===== config.mk =====
export PLATFORM = sky130hd
export DESIGN_NAME = dmem_issue
export DESIGN_NICKNAME = d
export VERILOG_FILES = /design/src/rtl/dmem_issue_pkg.sv /design/src/rtl/dmem_issue_store_fmt.sv /design/src/rtl/dmem_issue.sv
export SDC_FILE = /design/constraint.sdc
export NUM_CORES = 1
export LEC_CHECK = 0
export CAP_MARGIN = 0
export CELL_PAD_IN_SITES_DETAIL_PLACEMENT = 1
export CELL_PAD_IN_SITES_GLOBAL_PLACEMENT = 1
export CORE_ASPECT_RATIO = 0.9
export CORE_MARGIN = 5
export CORE_UTILIZATION = 30
export CTS_CLUSTER_SIZE = 30
export DETAILED_ROUTE_END_ITERATION = 16
export PLACE_DENSITY_LB_ADDON = 0.1
export SETUP_SLACK_MARGIN = 0.3
export SLEW_MARGIN = 20
export SYNTH_ARGS = -nofsm -noshare
export SYNTH_HDL_FRONTEND = slang
export SYNTH_SLANG_ARGS = --single-unit

===== constraint.sdc =====
create_clock -name clk -period 9.7 [get_ports clk]
set_input_delay 1.94 -clock clk [delete_from_list [all_inputs] [get_ports clk]]
set_output_delay 1.94 -clock clk [all_outputs]
set_load 0.03 [all_outputs]

===== src/rtl/dmem_issue_pkg.sv =====
// Shared definitions for the data-memory issue stage: stall vector layout,
// EX->DC and DC->MEM bus layouts, op one-hot bit positions, exception bits.
// Latency: n/a (types and constants only). Backpressure: n/a.
package dmem_issue_pkg;

    // Global stall vector: one bit per pipeline stage.
    localparam int   STALL_WD  = 8;
    localparam int   STALL_DC  = 5;
    localparam int   STALL_MEM = 6;
    localparam logic STOP      = 1'b1;
    localparam logic NO_STOP   = 1'b0;

    // Load one-hot {lb,lbu,lh,lhu,lw,lwl,lwr}, lb is the MSB.
    localparam int LD_WD  = 7;
    localparam int LD_LB  = 6;
    localparam int LD_LBU = 5;
    localparam int LD_LH  = 4;
    localparam int LD_LHU = 3;
    localparam int LD_LW  = 2;
    localparam int LD_LWL = 1;
    localparam int LD_LWR = 0;

    // Store one-hot {sb,sh,sw,swl,swr}, sb is the MSB.
    localparam int ST_WD  = 5;
    localparam int ST_SB  = 4;
    localparam int ST_SH  = 3;
    localparam int ST_SW  = 2;
    localparam int ST_SWL = 1;
    localparam int ST_SWR = 0;

    // Address-error exception bits in excepttype_arr.
    localparam int EXC_ADEL = 15;
    localparam int EXC_ADES = 14;

    // Request size encodings.
    localparam logic [1:0] SZ_BYTE = 2'd0;
    localparam logic [1:0] SZ_HALF = 2'd1;
    localparam logic [1:0] SZ_WORD = 2'd2;

    // First member sits in the MSBs of the flat bus.
    typedef struct packed {
        logic [31:0]       payload;
        logic [31:0]       bad_vaddr;
        logic [31:0]       excepttype_arr;
        logic [LD_WD-1:0]  load_op;
        logic [ST_WD-1:0]  store_op;
        logic [31:0]       rt_data;
        logic [31:0]       alu_result;
    } ex_to_dc_t;

    // The mem stage needs the load kind and vaddr to extract read data.
    typedef struct packed {
        logic [31:0]       payload;
        logic [31:0]       bad_vaddr;
        logic [31:0]       excepttype_arr;
        logic [LD_WD-1:0]  load_op;
        logic [31:0]       alu_result;
    } dc_to_mem_t;

    localparam int EX_TO_DC_WD  = $bits(ex_to_dc_t);
    localparam int DC_TO_MEM_WD = $bits(dc_to_mem_t);

endpackage


===== src/rtl/dmem_issue_store_fmt.sv =====
// dc_store_fmt: combinational request formatter (size, word/byte address,
// write strobes, lane-aligned write data). Latency: 0 cycles. Backpressure: none.
// Ports: vaddr/rt_data/load_op/store_op in; size/addr/wstrb/wdata out.
module dc_store_fmt
    import dmem_issue_pkg::*;
(
    input  logic [31:0]      vaddr,
    input  logic [31:0]      rt_data,
    input  logic [LD_WD-1:0] load_op,
    input  logic [ST_WD-1:0] store_op,
    output logic [1:0]       size,
    output logic [31:0]      addr,
    output logic [31:0]      wdata,
    output logic [3:0]       wstrb
);

    always_comb begin
        size  = SZ_WORD;
        addr  = vaddr;
        wdata = 32'h0;
        wstrb = 4'b0000;

        if (load_op[LD_LB] || load_op[LD_LBU] || store_op[ST_SB]) begin
            size = SZ_BYTE;
        end else if (load_op[LD_LH] || load_op[LD_LHU] || store_op[ST_SH]) begin
            size = SZ_HALF;
        end

        // Partial-word ops always address the containing word.
        if (load_op[LD_LWL] || load_op[LD_LWR] || store_op[ST_SWL] || store_op[ST_SWR]) begin
            addr = {vaddr[31:2], 2'b00};
        end

        if (store_op[ST_SB]) begin
            wstrb = 4'b0001 << vaddr[1:0];
            wdata = {4{rt_data[7:0]}};
        end else if (store_op[ST_SH]) begin
            wstrb = vaddr[1] ? 4'b1100 : 4'b0011;
            wdata = {2{rt_data[15:0]}};
        end else if (store_op[ST_SW]) begin
            wstrb = 4'b1111;
            wdata = rt_data;
        end else if (store_op[ST_SWL]) begin
            // swl writes the high-order bytes of rt into the low lanes.
            case (vaddr[1:0])
                2'b00:   begin wstrb = 4'b0001; wdata = rt_data >> 24; end
                2'b01:   begin wstrb = 4'b0011; wdata = rt_data >> 16; end
                2'b10:   begin wstrb = 4'b0111; wdata = rt_data >> 8;  end
                default: begin wstrb = 4'b1111; wdata = rt_data;       end
            endcase
        end else if (store_op[ST_SWR]) begin
            // swr writes the low-order bytes of rt into the high lanes.
            case (vaddr[1:0])
                2'b00:   begin wstrb = 4'b1111; wdata = rt_data;       end
                2'b01:   begin wstrb = 4'b1110; wdata = rt_data << 8;  end
                2'b10:   begin wstrb = 4'b1100; wdata = rt_data << 16; end
                default: begin wstrb = 4'b1000; wdata = rt_data << 24; end
            endcase
        end
    end

endmodule


===== src/rtl/dmem_issue.sv =====
// dmem_issue: data-cache issue stage; checks alignment, issues one SRAM request
// per load/store and registers the instruction into the DC->MEM bus.
// Latency: request combinational in IDLE; bus registered 1 cycle. Backpressure: stallreq_dc.
// Ports: clk/rst/flush/stall, ex_to_dc_bus in, dc_to_mem_bus out, data_sram_* handshake.
module dmem_issue
    import dmem_issue_pkg::*;
(
    input  logic                    clk,
    input  logic                    rst,
    input  logic                    flush,
    input  logic [STALL_WD-1:0]     stall,
    input  logic [EX_TO_DC_WD-1:0]  ex_to_dc_bus,
    output logic [DC_TO_MEM_WD-1:0] dc_to_mem_bus,
    output logic                    data_sram_req,
    output logic                    data_sram_wr,
    output logic [1:0]              data_sram_size,
    output logic [31:0]             data_sram_addr,
    output logic [31:0]             data_sram_wdata,
    output logic [3:0]              data_sram_wstrb,
    input  logic                    data_sram_addr_ok,
    input  logic                    data_sram_data_ok,
    output logic                    stallreq_dc
);

    typedef enum logic [2:0] {IDLE, WAIT_ADDR, WAIT_DATA, DONE, DRAIN} state_t;

    state_t      state, state_nxt;
    ex_to_dc_t   ex;
    dc_to_mem_t  stage_q, stage_d;
    logic        ld_misalign, st_misalign, is_store, issue_ok;
    logic        req_c, stallreq_c;
    logic [31:0] exc_new;
    logic [3:0]  fmt_wstrb;
    logic        unused_stall;

    assign ex           = ex_to_dc_bus;
    assign unused_stall = ^{stall[7], stall[4:0]};

    assign ld_misalign = ((ex.load_op[LD_LH] || ex.load_op[LD_LHU]) && ex.alu_result[0])
                      || (ex.load_op[LD_LW] && (ex.alu_result[1:0] != 2'b00));
    assign st_misalign = (ex.store_op[ST_SH] && ex.alu_result[0])
                      || (ex.store_op[ST_SW] && (ex.alu_result[1:0] != 2'b00));
    assign is_store    = |ex.store_op;

    always_comb begin
        exc_new = ex.excepttype_arr;
        if (ld_misalign) exc_new[EXC_ADEL] = 1'b1;
        if (st_misalign) exc_new[EXC_ADES] = 1'b1;
    end

    // Any pending exception (upstream or alignment) suppresses the access.
    assign issue_ok = ((|ex.load_op) || is_store) && (exc_new == 32'h0);

    always_comb begin
        stage_d                = '0;
        stage_d.payload        = ex.payload;
        stage_d.bad_vaddr      = (ld_misalign || st_misalign) ? ex.alu_result : ex.bad_vaddr;
        stage_d.excepttype_arr = exc_new;
        stage_d.load_op        = ex.load_op;
        stage_d.alu_result     = ex.alu_result;
    end

    dc_store_fmt u_fmt (
        .vaddr    (ex.alu_result),
        .rt_data  (ex.rt_data),
        .load_op  (ex.load_op),
        .store_op (ex.store_op),
        .size     (data_sram_size),
        .addr     (data_sram_addr),
        .wdata    (data_sram_wdata),
        .wstrb    (fmt_wstrb)
    );

    always_ff @(posedge clk or posedge rst) begin
        if (rst) state <= IDLE;
        else     state <= state_nxt;
    end

    always_comb begin
        state_nxt  = state;
        req_c      = 1'b0;
        stallreq_c = 1'b0;
        case (state)
            IDLE: begin
                if (issue_ok) begin
                    req_c = 1'b1;
                    if (data_sram_addr_ok) begin
                        state_nxt = flush ? DRAIN : WAIT_DATA;
                    end else begin
                        stallreq_c = 1'b1;
                        state_nxt  = flush ? IDLE : WAIT_ADDR;
                    end
                end
            end
            WAIT_ADDR: begin
                req_c      = 1'b1;
                stallreq_c = 1'b1;
                if (data_sram_addr_ok) state_nxt = flush ? DRAIN : WAIT_DATA;
                else if (flush)        state_nxt = IDLE;
            end
            WAIT_DATA: begin
                // data_ok cycle releases the stall so mem samples rdata on this edge.
                if (data_sram_data_ok) begin
                    state_nxt = (flush || stall[STALL_DC] == NO_STOP) ? IDLE : DONE;
                end else begin
                    stallreq_c = 1'b1;
                    if (flush) state_nxt = DRAIN;
                end
            end
            DONE: begin
                if (flush || stall[STALL_DC] == NO_STOP) state_nxt = IDLE;
            end
            DRAIN: begin
                // Swallow the response of a flushed access.
                stallreq_c = 1'b1;
                if (data_sram_data_ok) state_nxt = IDLE;
            end
            default: state_nxt = IDLE;
        endcase
    end

    // Reset forces the request side quiet even though the state is already IDLE.
    assign data_sram_req   = req_c && !rst;
    assign data_sram_wr    = data_sram_req && is_store;
    assign data_sram_wstrb = data_sram_req ? fmt_wstrb : 4'b0000;
    assign stallreq_dc     = stallreq_c && !rst;

    always_ff @(posedge clk or posedge rst) begin
        if (rst) begin
            stage_q <= '0;
        end else if (flush) begin
            stage_q <= '0;
        end else if (stall[STALL_DC] == NO_STOP && (state == IDLE || state == DONE)) begin
            stage_q <= stage_d;
        end else if (stall[STALL_DC] == STOP && stall[STALL_MEM] == NO_STOP) begin
            stage_q <= '0;
        end
    end

    assign dc_to_mem_bus = stage_q;

endmodule

==> flow_metrics.py, run 1 <==
metrics = {
    "placement": {
        "io_buffers": 386,
        "globalplace.congestion": 0.849,
        "dp_slack_ns": 2.42,
        "dp_hpwl_um": 21600,
    },
    "finish": {
        "drive_above_1_share_pct": 6.19,
        "multiInputGateArea_um2": 3110,
        "utilization_pct": 49.6,
        "final_nets": 1189,
        "diodes": 0,
        "area_growth_pct": 63.5,
        "fill_cells": 2540,
        "final-seq-area_um2": 3450,
    },
    "worst_setup_path": {
        "start_kind": "input port",
        "cp-end-kind": "output pin",
        "critPathKind": "in -> out",
        "cp_common_cell": "clkdlybuf4s50_1",
        "cp_data_required_time_ns": 7.76,
        "path_cells": "clkdlybuf4s50_1, or3_1, and4bb_2, nor4_2, nand2_1, o41ai_2, clkdlybuf4s50_1",
        "cp_slowest_cell": "clkdlybuf4s50_1",
        "crit_path_max_fanout": 17,
        "cp.arrival_ns": 5.34,
        "max_stage_delay_ns": 0.98,
    },
    "route": {
        "via_per_inst": 5.29,
        "postRouteAntennaNets": 0,
        "via_count": 6979,
        "wl_um": 29700,
        "detail_route.wl_per_cell_um": 22.5,
        "drtIter0Drc": 431,
        "drcViolationCount": 0,
        "firstDrtPassIters": 5,
    },
    "timing": {
        "setup_tns_ns": 0,
        "hold_viol_final": 0,
        "finalSetupViolCount": 0,
        "whs_ns": 0.478,
        "skew_ns": 0.0113,
        "worst_slew_margin_rel_pct": 30.5,
        "worst_slew_pin_slew_ns": 1.04,
        "period_share_pct": 75.0,
        "rsz0062_at_grt": "no",
        "fin_crit_ns": 7.28,
        "setup_ws_ns": 2.42,
        "max_freq_ghz": 0.137,
        "finalMaxSlewViolations": 0,
    },
    "global_route": {
        "grt_max_degree": 77,
        "antenna_found_initial": 0,
        "grt_pass1_vias": 7312,
        "grt_overflow": 0,
        "grt_pass1_wl_um": 44500,
        "grt_usage_pct": 21.5,
    },
    "synth": {
        "yosys.area.top_type": "dfrtp_1",
        "ys_ff_latch": 138,
        "yosysSeqAreaShare_pct": 48.9,
        "avgSynthCellArea_um2": 10.4,
        "yosysTopAreaCellShare_pct": 48.9,
        "syn_inst": 678,
        "ys_top_cells_by_count": "138 x dfrtp_1, 116 x a22o_1, 64 x nand2_1, 42 x o21ai_0, 38 x nor2_1",
        "yosysUniqueCellTypes": 49,
        "synth-edff-count": 0,
        "ys_async_sr_fraction_pct": 100,
        "synth.most_common_cell": "dfrtp_1",
        "post_synth_main_area_contributors": "dfrtp_1 49%, a22o_1 14%, mux2i_1 4.5%",
        "synth_fp_nets": 863,
        "synthesis.area_um2": 7060,
        "ys_warn_count": 0,
        "synth_ff_type": "dfrtp_1",
    },
    "die": {
        "die_h_um": 156,
        "io_pins": 393,
        "row_count": 53,
        "core_um2": 23300,
        "die_area_um2": 26700,
        "die_w_um": 172,
        "start_util_pct": 30.3,
    },
    "clock_tree": {
        "cts_buffers": 17,
        "htreeDepth": 4,
        "cts-root-buf": "clkbuf_16",
        "clk_latency_ns": 0.42,
        "cts_buffer_depth": 2,
        "cts.clk_slew.worst_paths_ns": 0.07,
        "cts_setup_buffers": 0,
        "cts_tree": "done",
        "clock_sinks": 138,
        "cts_hold_buf": 0,
        "post_cts_resized": 0,
    },
    "run_status": {
        "status": "completed",
    },
    "power_and_ir_drop": {
        "cellLeakagePower_nw": 4.81,
        "peakVddDrop_uv": 112,
        "cellPowerDensity_nw_per_um2": 152,
    },
    "job": {
        "drv_cap": 0,
    },
    "worst_hold_path": {
        "hold_class": "reg -> reg",
    },
}
sequential cells by signal (all words and copies together), names as in the netlist:
name           cells
dc_to_mem_bus    135
state              3
worst max-delay path: cells and delay by family:
| family | cells | cell delay, ns |
|---|---|---|
| buffers and inverters | 2 | 1.74 |
| and+or+nand+nor | 4 | 1.40 |
| AOI/OAI and AO/OA | 1 | 0.25 |
logic make-up after synthesis:
family	share of synthesized area, %
buf+inv	7.09
mux	6.13
compound gates	27.3
simple gates	10.3
flops	48.9
xor+xnor	0.248
report_power, final:
| part | internal (W) | total (W) | switching [W] | leakage, nW |
|---|---|---|---|---|
| Sequential | 0.000606 | 0.000623 | 0.0000172 | 1.84 |
| Combinational | 0.000198 | 0.000441 | 0.000243 | 2.66 |
| Clock | 0.000395 | 0.000693 | 0.000298 | 0.303 |
metal layers:
layer	share of wire, %	up-vias	GRT usage, %
li1	-	3190	-
met1	40	3491	26.8
met2	49	270	36.0
met3	8.8	28	7.34
met4	1.5	0	5.05
met5	0	-	0
placed cells by master (no fill, tap or decap), drive strengths merged, types with 3 or more instances in the layout:
| cell | instances |
|---|---|
| a221oi | 7 |
| nor2 | 38 |
| and2 | 4 |
| dfrtp | 138 |
| nor3 | 7 |
| nand2 | 64 |
| a32oi | 3 |
| mux2i | 32 |
| a21oi | 11 |
| o2bb2ai | 8 |
| clkbuf | 17 |
| a221o | 9 |
| mux2 | 8 |
| a22oi | 16 |
| clkinv | 3 |
| o31ai | 8 |
| buf | 10 |
| inv | 14 |
| clkdlybuf4s50 | 386 |
| nor2b | 6 |
| a22o | 116 |
| nand2b | 10 |
| o21ai | 51 |
| a31oi | 9 |
| nor4 | 12 |
final timing paths:
| path | depth (start not counted) | slack [ns] | from | to |
|---|---|---|---|---|
| setup / recovery | 7 | 2.42 | ex_to_dc_bus[67] | stallreq_dc |
| hold / removal | 2 | 0.48 | dc_to_mem_bus[54]$_DFFE_PP0P_ | dc_to_mem_bus[54]$_DFFE_PP0P_ |
| setup reg to reg | 5 | 7.39 | state[1]$_DFFE_PP0P_ | dc_to_mem_bus[134]$_DFFE_PP0P_ |
| hold reg to reg | 2 | 0.48 | dc_to_mem_bus[54]$_DFFE_PP0P_ | dc_to_mem_bus[54]$_DFFE_PP0P_ |
| max in group asynchronous | 3 | 6.51 | rst | dc_to_mem_bus[127]$_DFFE_PP0P_ |
| min in group asynchronous | 2 | 2.06 | rst | dc_to_mem_bus[47]$_DFFE_PP0P_ |
layout make-up:
class | count | share of cell area (%)
clock buffers | 17 | 3.69
clock inverters | 15 | 1.71
inverters | 5 | 0.206
multi-input cells | 446 | 27.0
flip-flops and latches | 138 | 29.9
well taps | 302 | 3.28
repair buffers | 396 | 34.2
metrics by stage:
step           total power [W]  std cells  instance area, um2
3_3_place_gp           0.00108       1287               10900
3_5_place_dp           0.00108       1287               10900
4_1_cts                0.00178       1319               11500
6_report               0.00176       1319               11500
5_1_grt                0.00184       1319               11500
2_1_floorplan         0.000857        678                7060
No activity file was read; power rests on OpenSTA's default activity.
==> inputs of run 2 (changes only) <==
--- a/config.mk
+++ b/config.mk
@@ -10,7 +10,7 @@
 export CELL_PAD_IN_SITES_GLOBAL_PLACEMENT = 1
 export CORE_ASPECT_RATIO = 0.9
 export CORE_MARGIN = 5
-export CORE_UTILIZATION = 30
+export CORE_UTILIZATION = 28
 export CTS_CLUSTER_SIZE = 30
 export DETAILED_ROUTE_END_ITERATION = 16
 export PLACE_DENSITY_LB_ADDON = 0.1
==> constraint.sdc (replaced) <==
create_clock -name clk -period 6.73 [get_ports clk]
set_input_delay 1.346 -clock clk [delete_from_list [all_inputs] [get_ports clk]]
set_output_delay 1.346 -clock clk [all_outputs]
set_load 0.03 [all_outputs]
==> run 2 against run 1 <==
  * Combinational power grew 45%
  * Non-clock buffer count is 8 higher
  * Sequential power grew 44%
  * Critical path depth is 1 higher
  * Worst hold slack gained 0.0034 ns
  * Wire length rose by 0.72%
  * Highest routed layer is now met5
==> flow_metrics.py, run 2 (synthesis results as in run 1) <==
metrics = {
    "placement": {
        "globalplace.congestion": 0.784,
        "dp_hpwl_um": 21900,
        "io_buffers": 386,
    },
    "route": {
        "wl_um": 29900,
        "firstDrtPassIters": 4,
        "drtIter0Drc": 299,
        "via_count": 6984,
        "postRouteAntennaNets": 0,
        "detail_route.wl_per_cell_um": 21.9,
        "drcViolationCount": 0,
        "via_per_inst": 5.10,
    },
    "clock_tree": {
        "cts_hold_buf": 0,
        "post_cts_resized": 0,
        "cts_buffer_depth": 2,
        "cts_setup_buffers": 0,
        "clk_latency_ns": 0.42,
        "htreeDepth": 4,
        "cts.clk_slew.worst_paths_ns": 0.07,
        "cts_tree": "done",
        "clock_sinks": 138,
        "cts_buffers": 17,
        "cts-root-buf": "clkbuf_16",
    },
    "timing": {
        "setup_tns_ns": 0,
        "worst_slew_margin_rel_pct": 32.2,
        "worst_slew_pin_slew_ns": 1.02,
        "finalSetupViolCount": 0,
        "skew_ns": 0.0153,
        "fin_crit_ns": 5.88,
        "rsz0062_at_grt": "no",
        "max_freq_ghz": 0.170,
        "finalMaxSlewViolations": 0,
        "period_share_pct": 87.3,
        "whs_ns": 0.481,
        "hold_viol_final": 0,
    },
    "worst_setup_path": {
        "r2r_start": "state[1]$_DFFE_PP0P_",
        "r2r_slack_ns": 4.31,
        "cp_data_required_time_ns": 5.38,
        "critPathKind": "in -> out",
        "cp-end-kind": "output pin",
        "start_kind": "input port",
        "reg2reg_to": "dc_to_mem_bus[16]$_DFFE_PP0P_",
        "cp_top_family": "buffers and inverters",
        "reg2reg_depth": 5,
        "path_cells": "clkdlybuf4s50_1, buf_4, or2_2, nor2_1, and2_1, a222oi_1, inv_1, clkdlybuf4s50_1",
        "path_buf_inv": 4,
        "cp.arrival_ns": 4.53,
        "crit_path_max_fanout": 11,
        "cp_common_cell": "clkdlybuf4s50_1",
        "max_stage_delay_ns": 0.69,
        "cp_slowest_cell": "clkdlybuf4s50_1",
    },
    "finish": {
        "area_growth_pct": 64.7,
        "layout_commonest_cell": "clkdlybuf4s50_1",
        "drive_above_1_share_pct": 6.83,
        "largest_register_ffs": 135,
        "fill_cells": 2726,
        "final_nets": 1197,
        "layout_common_cells": "386 x clkdlybuf4s50_1, 138 x dfrtp_1, 116 x a22o_1",
    },
    "worst_hold_path": {
        "hold_depth": 2,
        "hold_start": "dc_to_mem_bus[88]$_DFFE_PP0P_",
        "hold_path_end": "dc_to_mem_bus[88]$_DFFE_PP0P_",
        "hold_class": "reg -> reg",
    },
    "power_and_ir_drop": {
        "cellLeakagePower_nw": 4.84,
        "peakVddDrop_uv": 121,
        "cellPowerDensity_nw_per_um2": 215,
    },
    "global_route": {
        "grt_max_degree": 92,
        "antenna_found_initial": 3,
        "grt_overflow": 0,
        "grt_pass1_wl_um": 45000,
        "grt_pass1_vias": 7570,
        "grt_usage_pct": 20.2,
    },
    "die": {
        "die_area_um2": 28500,
        "start_util_pct": 28.2,
        "core_um2": 25000,
        "die_w_um": 177,
        "die_h_um": 161,
        "io_pins": 393,
        "row_count": 55,
    },
    "run_status": {
        "status": "completed",
    },
    "job": {
        "drv_cap": 0,
    },
}
-- run 2: how the worst max path moves through the flow --
stage | startpoint | to | slack [ns] | cells past startpoint
floorplan | rst | stallreq_dc | 0.36 | 3
global placement | ex_to_dc_bus[68] | stallreq_dc | 0.94 | 7
detailed placement | ex_to_dc_bus[68] | stallreq_dc | 0.88 | 7
CTS | ex_to_dc_bus[68] | stallreq_dc | 0.88 | 7
global route | ex_to_dc_bus[67] | stallreq_dc | 0.70 | 8
finish | ex_to_dc_bus[67] | data_sram_wdata[14] | 0.85 | 8
-- run 2: final cells by class --
type | count | area (um2) | area share, %
clock buffers | 19 | 443 | 3.81
well taps | 342 | 428 | 3.68
inverters | 5 | 23.8 | 0.204
multi-input cells | 446 | 3110 | 26.8
clock inverters | 13 | 155 | 1.33
repair buffers | 404 | 4000 | 34.4
diodes | 2 | 5.00 | 0.0431
flip-flops and latches | 138 | 3450 | 29.7
-- run 2: worst reg2reg max path, stage by stage (launching register included) --
cell     delay, ns
dfrtp_1       0.55
xor2_1        0.37
nor3_1        0.14
nor3_4        0.19
buf_4         0.80
a22o_1        0.33
-- run 2: power breakdown --
part	internal, W	switching [W]	total [W]
Combinational	0.000288	0.000353	0.000641
Sequential	0.000874	0.0000239	0.000898
Clock	0.000568	0.000395	0.000962
Total	0.00173	0.000771	0.00250
-- run 2: stage by stage --
step                      setup WS, ns  util (%)  cell area, um2  power [W]  std cells
final                            0.852      46.5           11600    0.00250       1369
after global placement           0.935      44.1           11000    0.00156       1335
after floorplan                  0.363         -            7060    0.00124        678
after detailed placement         0.885      44.1           11000    0.00156       1335
after CTS                        0.882      46.5           11600    0.00254       1367
after global routing             0.696      46.5           11600    0.00261       1369
-- run 2: routing by layer --
| metal | wire, um | track usage, % | vias to the layer above |
|---|---|---|---|
| met5 | 13 | 0 | - |
| met4 | 682 | 6.71 | 2 |
| met3 | 2560 | 7.13 | 43 |
| met2 | 14300 | 33.3 | 286 |
| met1 | 12400 | 24.8 | 3444 |
| li1 | - | - | 3209 |
